**src/rtl/tensor_core_result_streamer.sv**
```systemverilog
// tensor_core_result_streamer: snapshots a ROWSxCOLS result matrix on start and streams it row-major over valid/ready
//   clock_in/reset_in : clock, asynchronous active-high reset
//   start_in/abort_in : begin a snapshot+stream / cancel a capture or stream in progress
//   matrix_in         : result matrix from the tensor path, captured on the start edge
//   data_out/row_out/col_out/valid_out/last_out, ready_in : element stream with handshake
//   busy_out/done_out : high in CAPTURE or SEND / one-cycle pulse after the final element is accepted
module tensor_core_result_streamer #(
  parameter int DATA_WIDTH = 8,
  parameter int ROWS = 4,
  parameter int COLS = 4,
  localparam int RW = ROWS > 1 ? $clog2(ROWS) : 1,
  localparam int CW = COLS > 1 ? $clog2(COLS) : 1
) (
  input  logic                  clock_in,
  input  logic                  reset_in,
  input  logic                  start_in,
  input  logic                  abort_in,
  input  logic [DATA_WIDTH-1:0] matrix_in [ROWS][COLS],
  output logic [DATA_WIDTH-1:0] data_out,
  output logic [RW-1:0]         row_out,
  output logic [CW-1:0]         col_out,
  output logic                  valid_out,
  input  logic                  ready_in,
  output logic                  last_out,
  output logic                  busy_out,
  output logic                  done_out
);
  typedef enum logic [1:0] {IDLE, CAPTURE, SEND, DONE} state_t;
  state_t state;
  logic [DATA_WIDTH-1:0] buffer [ROWS][COLS];
  logic [RW-1:0] row;
  logic [CW-1:0] col;
  logic row_end, col_end;
  assign row_end = row == RW'(ROWS - 1);
  assign col_end = col == CW'(COLS - 1);
  assign valid_out = state == SEND;
  assign busy_out = state == CAPTURE || state == SEND;
  assign done_out = state == DONE;
  assign last_out = valid_out && row_end && col_end;
  // the buffer is only exposed while an element is being offered
  assign data_out = valid_out ? buffer[row][col] : '0;
  assign row_out = row;
  assign col_out = col;
  always_ff @(posedge clock_in or posedge reset_in)
    if (reset_in) begin
      state <= IDLE;
      buffer <= '{default: '0};
      row <= '0;
      col <= '0;
    end else
      case (state)
        IDLE:
          if (start_in && !abort_in) begin
            buffer <= matrix_in;
            row <= '0;
            col <= '0;
            state <= CAPTURE;
          end
        CAPTURE: state <= abort_in ? IDLE : SEND;
        SEND:
          // abort wins over a same-edge transfer: that element is treated as not accepted
          if (abort_in) begin
            state <= IDLE;
            row <= '0;
            col <= '0;
          end else if (ready_in) begin
            col <= col_end ? '0 : col + CW'(1);
            row <= col_end ? (row_end ? '0 : row + RW'(1)) : row;
            state <= row_end && col_end ? DONE : SEND;
          end
        DONE: state <= IDLE;
      endcase
endmodule

```
**config.mk**
```make
export PLATFORM = sky130hd
export DESIGN_NAME = tensor_core_result_streamer
export DESIGN_NICKNAME = d
export VERILOG_FILES = /design/src/rtl/tensor_core_result_streamer.sv
export SDC_FILE = /design/constraint.sdc
export NUM_CORES = 1
export LEC_CHECK = 0
export BUFFER_PORTS_ARGS = -buffer_cell sky130_fd_sc_hd__clkbuf_2
export CORE_MARGIN = 2
export CORE_UTILIZATION = 40
export CTS_CLUSTER_DIAMETER = 30
export CTS_CLUSTER_SIZE = 10
export DETAILED_ROUTE_END_ITERATION = 7
export GPL_TIMING_DRIVEN = 1
export PLACE_DENSITY_LB_ADDON = 0.08
export SETUP_SLACK_MARGIN = 0.05
export SYNTH_ARGS = -nofsm -noshare
export SYNTH_HDL_FRONTEND = slang
export SYNTH_SLANG_ARGS = --single-unit
```
**constraint.sdc**
```tcl
create_clock -name clock_in -period 6.1 [get_ports clock_in]
set_input_delay 0.305 -clock clock_in [delete_from_list [all_inputs] [get_ports clock_in]]
set_output_delay 0.305 -clock clock_in [all_outputs]
set_load 0.005 [all_outputs]
```
# Yosys cells after proc, flatten, opt, wreduce, memory -nomap -nowiden
# Cells that the tools add are included.
[word_totals]
ff_bits = 134
inputBits = 133
[op_classes]
n_reduce_logical = 12
n_bitwise = 2
order_cmp = 2
n_mux = 23
eq_ne = 8
addsub = 2
[ops]
columns = ["operator", "n"]
rows = [
  ["$bmux W32 S2", 1],
  ["$mux W32", 2],
  ["$mux W2", 12],
  ["$mux W8", 3],
  ["$bmux W8 S2", 1],
  ["$eq A2 B2 Y1 const B", 4],
  ["$pmux W2 S2", 2],
  ["$pmux W2 S4", 1],
  ["$ge A3 B3 Y1 const B", 2],
  ["$ne A3 B2 Y1 const B", 2],
  ["$not A2 Y3", 2],
  ["$add A2 B1 Y2 const B", 2],
  ["$logic_and A1 B1 Y1", 4],
  ["$reduce_and A2 Y1", 2],
  ["$reduce_and A4 Y1", 1],
  ["$reduce_and A3 Y1", 1],
  ["$eq A2 B1 Y1 const B", 1],
  ["$logic_not A2 Y1", 1],
  ["$ne A2 B2 Y1 const B", 1],
  ["$reduce_bool A2 Y1", 1],
  ["$logic_not A1 Y1", 1],
  ["$logic_or A1 B1 Y1", 1],
  ["$mux W1", 1],
]

# Longest topological paths before layout
# Gate-level depths: netlist (run 1).
[depth]
word_depth = 8
mapped_depth = 7

# Worst setup path after synthesis (run 1)
# OpenSTA, ideal clock, no wires.
[synth_timing]
path_kind = "reg2out"
startpoint = "reg state[0]"
endpoint = "out data_out[6]"
t_required_ns = 5.795
setup_slack_ns = 4.255
path_stages_with_launch = 8
arrival_time_ns = 1.540
path_cell_list = "dfrtp_1 -> inv_1 -> ha_1 -> buf_2 -> nor2b_1 -> clkbuf_1 -> a32oi_1 -> o211ai_1"
[synth_via]
elab_chain_len = 2
[synth_rtl]
columns = ["item", "line_no", "source"]
rows = [
  ["start, declared", "29", "state_t state;"],
  ["start signal, assigned", "59", "CAPTURE: state <= abort_in ? IDLE : SEND;"],
  ["start signal, assigned", "69", "state <= row_end && col_end ? DONE : SEND;"],
  ["$eq A2 B2 Y1", "36", "assign valid_out = state == SEND;"],
  ["net valid_out", "22", "output logic valid_out,"],
  ["$mux W8", "41", "assign data_out = valid_out ? buffer[row][col] : '0;"],
  ["end, declared", "19", "output logic [DATA_WIDTH-1:0] data_out,"],
]
# The timed path passes the listed nets, and every way through them passes these cells.

# Worst setup path after layout (run 1)
[layout_timing]
startpoint = "reg row[0], in the netlist row_out[0]"
endpoint = "out data_out[1]"
[layout_via]
elab_chain_len = 8
[layout_rtl]
columns = ["item", "line_no", "source"]
rows = [
  ["start, declared", "31", "logic [RW-1:0] row;"],
  ["start signal, assigned", "68", "row <= col_end ? (row_end ? '0 : row + RW'(1)) : row;"],
  ["$not A2 Y3 (implied by the code)", "41", ""],
  ["$bmux W32 S2", "41", ""],
  ["$mux W32 (implied by the code) (2 in series)", "41", ""],
  ["$bmux W8 S2", "41", ""],
  ["$mux W8 (implied by the code) (2 in series)", "41", ""],
  ["$mux W8", "41", ""],
]
# No other way between the ends. The select of a mux whose other input is x is not followed.

==> results of run 1 <==
==> where the power goes <==
group | leakage (nW) | switching [W] | total (W) | internal [W]
clock | 0.279 | 0.000365 | 0.000978 | 0.000613
combinational | 1.63 | 0.000491 | 0.00121 | 0.000723
sequential | 1.60 | 0.000223 | 0.00156 | 0.00134
==> registers in the layout (all words and copies together) (netlist names) <==
| signal | flops |
|---|---|
| buffer | 128 |
| state | 2 |
| col_out | 2 |
| row_out | 2 |
==> stage by stage <==
stage               setup slack [ns]  total power (W)  cells  cell area (um2)
global route                   2.814         0.003997    787             7729
CTS                            2.891         0.003810    786             7726
global placement               3.395         0.002765    753             7142
finish                         2.979         0.003752    787             7729
floorplan                      2.212         0.002482    417             6264
detailed placement             3.303         0.002811    753             7142
==> critical path: cells and delay by family (launching register included) <==
kind	cells	cell delay (ns)
buffers and inverters	2	0.68
DFF	1	0.63
muxes	1	0.63
AOI/OAI and AO/OA	1	0.29
and+or+nand+nor	1	0.14
==> cell type report <==
type                       instances  share of cell area
inverter                           4            0.002590
multi-input combinational        251              0.3526
sequential                       134              0.4340
antenna                            1           0.0003238
clock buffer                      25             0.06540
timing repair buffer             154              0.1020
tap                              211             0.03416
clock inverter                     7            0.008904
==> cells in the final DEF, fill, tap and decap left out, drive strengths merged, types with 3 or more instances in the layout <==
cell type,netlist,routed
o221ai,4,4
clkbuf,2,173
a21oi,5,5
mux2i,19,19
mux4,21,21
nand3,9,9
clkinv,0,4
inv,4,4
mux2,135,135
dfrtp,134,134
nor2,6,6
ha,7,7
nand2b,6,6
a22oi,6,6
buf,26,5
nand2,12,12
o211ai,3,3
==> cell families (layout without fill, tap and decap cells) <==
group,Yosys count,count (layout)
multiplexers,175,175
flip-flops,134,134
AND/OR/NAND/NOR,41,41
buffers and inverters,32,190
AO/OA/AOI/OAI,28,28
adder cells (fa/ha/maj),7,7
other,0,1
==> how the worst max path moves through the flow <==
stage / from / endpoint / slack [ns] / cells after the start
global placement: state[0] / buffer[18] / 3.40 / 5
detailed placement: state[0] / buffer[51] / 3.30 / 5
CTS: row_out[0] / data_out[1] / 2.89 / 5
finish: row_out[0] / data_out[1] / 2.98 / 5
floorplan: reset_in / buffer[0] / 2.21 / 1
global route: row_out[0] / data_out[1] / 2.81 / 5
==> per-layer routing <==
| metal | GRT usage | up-vias |
|---|---|---|
| li1 | - | 1848 |
| met2 | 0.2842 | 106 |
| met4 | 0.06905 | 0 |
| met3 | 0.05120 | 20 |
| met5 | 0 | - |
| met1 | 0.2405 | 2036 |
==> flow_summary.json, run 1 <==
{
  "row_count": 45,
  "synth_compound_area_frac": 0.03416,
  "slowest_delay_ns": 0.63,
  "grt_overflow": 0,
  "postRouteAntennaNets": 0,
  "drive_gt1_frac": 0.5843,
  "whs_ns": 0.1166,
  "post-route-min-period_ns": 3.121,
  "final_util": 0.5065,
  "register_area_um2": 3354,
  "drc_errors": 0,
  "drtIter0Drc": 167,
  "die_w_um": 129.1,
  "cts_buffer_depth": 2,
  "synth_top_area_share": 0.5354,
  "worst-path-max-fanout": 32,
  "multi_input_area_um2": 2725,
  "vias": 4010,
  "syn_nets": 557,
  "yosys_most_used_dff": "dfrtp_1",
  "synthDistinctLibCells": 33,
  "postSynthCellCount": 417,
  "grt_pass1_vias": 4292,
  "synthMuxAreaShare": 0.3528,
  "grt_antenna_before_repair": 1,
  "rsz0062_at_grt": "false",
  "dr_wl_met2_um": 6758,
  "io_pins": 149,
  "yosys.area_share.simple": 0.03216,
  "vias_per_cell": 5.095,
  "fill_cells": 1371,
  "grt_pass1_wl_um": 22380,
  "portBuffers": 148,
  "clk_pin_slew_worst_paths_ns": 0.06,
  "cp_data_required_time_ns": 5.79,
  "slew_headroom": 0.2752,
  "slowest_stage": "dfrtp_2",
  "min_to": "buffer[20]",
  "ir_worst_vdd_v": 0.0002833,
  "cts_tree": "built",
  "wl_met3_um": 682,
  "reg2reg_to": "buffer[27]",
  "final.setup.tns_ns": 0,
  "synth_edf_count": 0,
  "grt_max_degree": 76,
  "synth_area_per_cell_um2": 15.02,
  "min_period_over_period": 0.5116,
  "synth_seq_area_share": 0.5354,
  "clock_skew_ns": 0.007521,
  "syn_area_um2": 6264,
  "power.density_nw_per_um2": 485.5,
  "worstHoldStart": "matrix_in[20]",
  "yosys.area.top_type": "dfrtp_1",
  "r2r_slack_ns": 3.28,
  "drt-total-wl_um": 14130,
  "cts_hold_repair.buffers": 1,
  "synth_common_cells": "mux2_2 (135), dfrtp_1 (134), buf_2 (19), mux2i_1 (19), mux4_2 (14)",
  "syn2layout_area_growth_pct": 23.39,
  "synth-async-reset-ratio": 1.000,
  "die_y_um": 129.1,
  "synth_top_family_by_area": "multiplexers",
  "fmax_ghz": 0.3204,
  "final_max_slew_viol_count": 0,
  "clock_latency_ns": 0.42,
  "wire_per_inst_um": 17.96,
  "nNetsFinal": 702,
  "h-tree-depth": 4,
  "place_congestion": 0.7883,
  "dieArea_um2": 16680,
  "wl_met1_um": 6398,
  "rr_worst_depth": 5,
  "synth_xor_area_frac": 0,
  "setup_viol": 0,
  "dr.max_layer_used": "met4",
  "firstDrtPassIters": 4,
  "status": "complete, no violations",
  "cts.sinks": 134,
  "hold_path.class": "input pin to register",
  "start_util": 0.4105,
  "finalHoldViolCount": 0,
  "setup.worst_path.end_class": "output port",
  "worstSetupStartpointType": "register",
  "yosysMostFrequentCell": "mux2_2",
  "whs_path_depth": 2,
  "root_buffer": "clkbuf_16",
  "power_leakage_nw": 3.500,
  "worstSetupPathType": "register to output port",
  "post_cts_buffers": 0,
  "synth_seq_cells": 134,
  "r2r_start": "state[0]",
  "cts_made_buffers": 17,
  "core_area_um2": 15260,
  "worst_pin_slew_ns": 1.085,
  "ctsResizeCount": 0,
  "synthTopCellsByArea": "dfrtp_1 (54%), mux2_2 (24%), mux4_2 (5.0%), mux2i_1 (3.0%), mux4_1 (2.9%)",
  "yosysWarnings": 0,
  "drv_cap": 0,
  "synthAdderAreaFrac": 0.01398,
  "cp_cell_sequence": "buf_4 > mux4_1 > o221ai_1 > nand2_1 > clkbuf_2",
  "grtUsageTotal": 0.1812,
  "dp_hpwl_um": 10120,
  "arrival_ns": 2.82
}
No activity file was read; power rests on OpenSTA's default activity.
==> run 2: changes to the inputs <==
- ABC_AREA: unset -> 1
- clock period: 6.1 -> 2.9 ns (I/O delays scaled with it)
==> flow_summary.json, run 2 <==
{
  "status": "complete, no violations",
  "cts_hold_repair.buffers": 110,
  "drive_gt1_frac": 0.1857,
  "top_register": "buffer",
  "clk_pin_slew_worst_paths_ns": 0.05,
  "root_buffer": "clkbuf_16",
  "finalHoldViolCount": 0,
  "io_pins": 149,
  "reg2reg_to": "buffer[70]",
  "rsz0062_at_grt": "false",
  "clock_latency_ns": 0.41,
  "dieArea_um2": 17590,
  "synth_seq_area_share": 0.5066,
  "synth_compound_area_frac": 0.09849,
  "synth-async-reset-ratio": 1.000,
  "cp_cell_sequence": "clkinv_1 > buf_4 > nor2_1 > nand2_1 > nand3_1 > nand3_1 > a21oi_1 > clkbuf_2",
  "power_leakage_nw": 4.686,
  "postSynthCellCount": 829,
  "synthTopCellsByArea": "dfrtp_1 (51%), a21oi_1 (8.5%), nor2_1 (7.9%), nand2_1 (7.7%), nand3_1 (6.8%)",
  "grt_antenna_before_repair": 0,
  "ctsResizeCount": 0,
  "post_cts_buffers": 0,
  "rr_worst_depth": 7,
  "core_area_um2": 16350,
  "final.setup.tns_ns": 0,
  "row_count": 47,
  "syn_area_um2": 6619,
  "whs_path_depth": 3,
  "worstHoldStart": "matrix_in[24]",
  "crit_top_cell": "nand3_1",
  "clock_skew_ns": 0.006053,
  "drtIter0Drc": 362,
  "slew_headroom": 0.4775,
  "cts_tree": "built",
  "die_w_um": 132.6,
  "multi_input_area_um2": 2532,
  "yosys.area_share.simple": 0.2289,
  "cts_made_buffers": 17,
  "register_area_um2": 3354,
  "wire_per_inst_um": 14.60,
  "worstSetupStartpointType": "register",
  "place_congestion": 0.8157,
  "syn_nets": 969,
  "setup_viol": 0,
  "power.density_nw_per_um2": 840.2,
  "drt-total-wl_um": 18940,
  "post-route-min-period_ns": 2.358,
  "grt_pass1_wl_um": 31660,
  "synth_xor_area_frac": 0,
  "synth_seq_cells": 134,
  "cp_data_required_time_ns": 2.76,
  "largest_reg_flops": 128,
  "final_max_slew_viol_count": 0,
  "yosysMostFrequentCell": "nor2_1",
  "synth_area_per_cell_um2": 7.984,
  "min_to": "buffer[24]",
  "postRouteAntennaNets": 0,
  "yosysWarnings": 0,
  "final_cell_mix": "clkbuf_2 (148), nor2_1 (140), nand2_1 (135)",
  "r2r_slack_ns": 0.97,
  "ir_worst_vdd_v": 0.0004217,
  "r2r_start": "state[0]",
  "worstSetupPathType": "register to output port",
  "synth_edf_count": 0,
  "nNetsFinal": 1207,
  "synth_top_family_by_area": "simple AND/OR/NAND/NOR gates",
  "cts.sinks": 134,
  "dp.cells": 1158,
  "vias_per_cell": 4.632,
  "drc_errors": 0,
  "hold_path.class": "input pin to register",
  "worst-path-max-fanout": 19,
  "grt_overflow": 0,
  "arrival_ns": 2.21,
  "grtUsageTotal": 0.2286,
  "dp_hpwl_um": 12300,
  "worst_pin_slew_ns": 0.7838,
  "setup.worst_path.end_class": "output port",
  "slowest_delay_ns": 0.43,
  "synthDistinctLibCells": 25,
  "fmax_ghz": 0.4241,
  "yosys.area.top_type": "dfrtp_1",
  "vias": 6008,
  "syn2layout_area_growth_pct": 37.54,
  "synth_common_cells": "nor2_1 (140), nand2_1 (135), dfrtp_1 (134)",
  "synthMuxAreaShare": 0.04083,
  "start_util": 0.4049,
  "firstDrtPassIters": 4,
  "fin_cells": 1297,
  "drv_cap": 0,
  "slowest_stage": "clkinv_1",
  "h-tree-depth": 4,
  "cts_buffer_depth": 2,
  "die_y_um": 132.6,
  "synth_top_area_share": 0.5066,
  "synthAdderAreaFrac": 0.01323,
  "yosys_most_used_dff": "dfrtp_1",
  "diodes": 0,
  "final_common_cell": "clkbuf_2",
  "grt_max_degree": 135,
  "min_period_over_period": 0.8130,
  "fill_cells": 1590,
  "grt_pass1_vias": 6183,
  "portBuffers": 148
}
-- run 2: cell types whose count changed after synthesis, moves of 7 or more --
| cell | change |
|---|---|
| nand2_1 | +123 |
| mux4_1 | -7 |
| nor2_1 | +135 |
| mux4_2 | -14 |
| inv_1 | +105 |
| mux2i_1 | -19 |
| o21ai_0 | +12 |
| a21oi_1 | +108 |
| mux2_2 | -128 |
| buf_2 | +12 |
| mux2_1 | +17 |
| nand3_1 | +81 |
-- run 2: metrics by stage --
stage | utilization | power, W | hold WS [ns] | cell area, um2 | setup WS (ns)
3_3_place_gp | 0.4570 | 0.005562 | 0.3575 | 7471 | 0.9753
2_1_floorplan | - | 0.004929 | 0.2767 | 6623 | 1.090
5_1_grt | 0.5569 | 0.008328 | 0.002642 | 9104 | 0.3026
4_1_cts | 0.5569 | 0.007725 | 0.000004524 | 9104 | 0.5425
6_report | 0.5569 | 0.007649 | 0.007706 | 9104 | 0.5423
3_5_place_dp | 0.4570 | 0.005608 | 0.3613 | 7471 | 0.9900
-- run 2: worst max-delay path by stage --
stage	endpoint	depth (start not counted)	from	slack, ns
floorplan	buffer[0]	1	reset_in	1.09
global placement	buffer[72]	7	state[0]	0.98
detailed placement	buffer[70]	7	state[0]	0.99
CTS	data_out[2]	8	row_out[1]	0.54
global route	data_out[6]	8	row_out[1]	0.30
finish	data_out[6]	8	row_out[1]	0.54
-- run 2: cell families (layout without fill, tap and decap cells) --
kind of cell	after synthesis	after routing
simple gates	370	370
buf+inv	165	413
flops	134	134
compound gates	129	129
mux	24	24
fa+ha+maj	7	7
-- run 2: area by class of cell --
cell class                      instances  area share
Timing Repair Buffer                  269      0.2169
Multi-Input combinational cell        530      0.2782
Clock inverter                          5    0.005498
Clock buffer                           24     0.05291
Tap cell                              220     0.03024
Sequential cell                       134      0.3685
Inverter                              115     0.04783
-- run 2: report_power, final --
part	switching (W)	internal, W	total (W)
sequential	0.000285	0.00273	0.00301
combinational	0.00162	0.00104	0.00266
clock	0.000746	0.00123	0.00197
-- run 2: worst max-delay path: cells and delay by family, from the launching register on --
family / cells / cell delay (ns)
AOI/OAI and AO/OA: 1 / 0.19
buffers and inverters: 3 / 0.95
DFF: 1 / 0.34
and+or+nand+nor: 4 / 0.32
-- run 2: layer usage --
metal  part of all wire  vias up  wire [um]  global-route usage
met4              0.011        0        213             0.07288
met1               0.48     2775       9182              0.3240
met2               0.46      140       8790              0.3532
met3              0.040       19        751             0.04598
li1                   -     3074          -                   -
met5                  0        -          0                   0
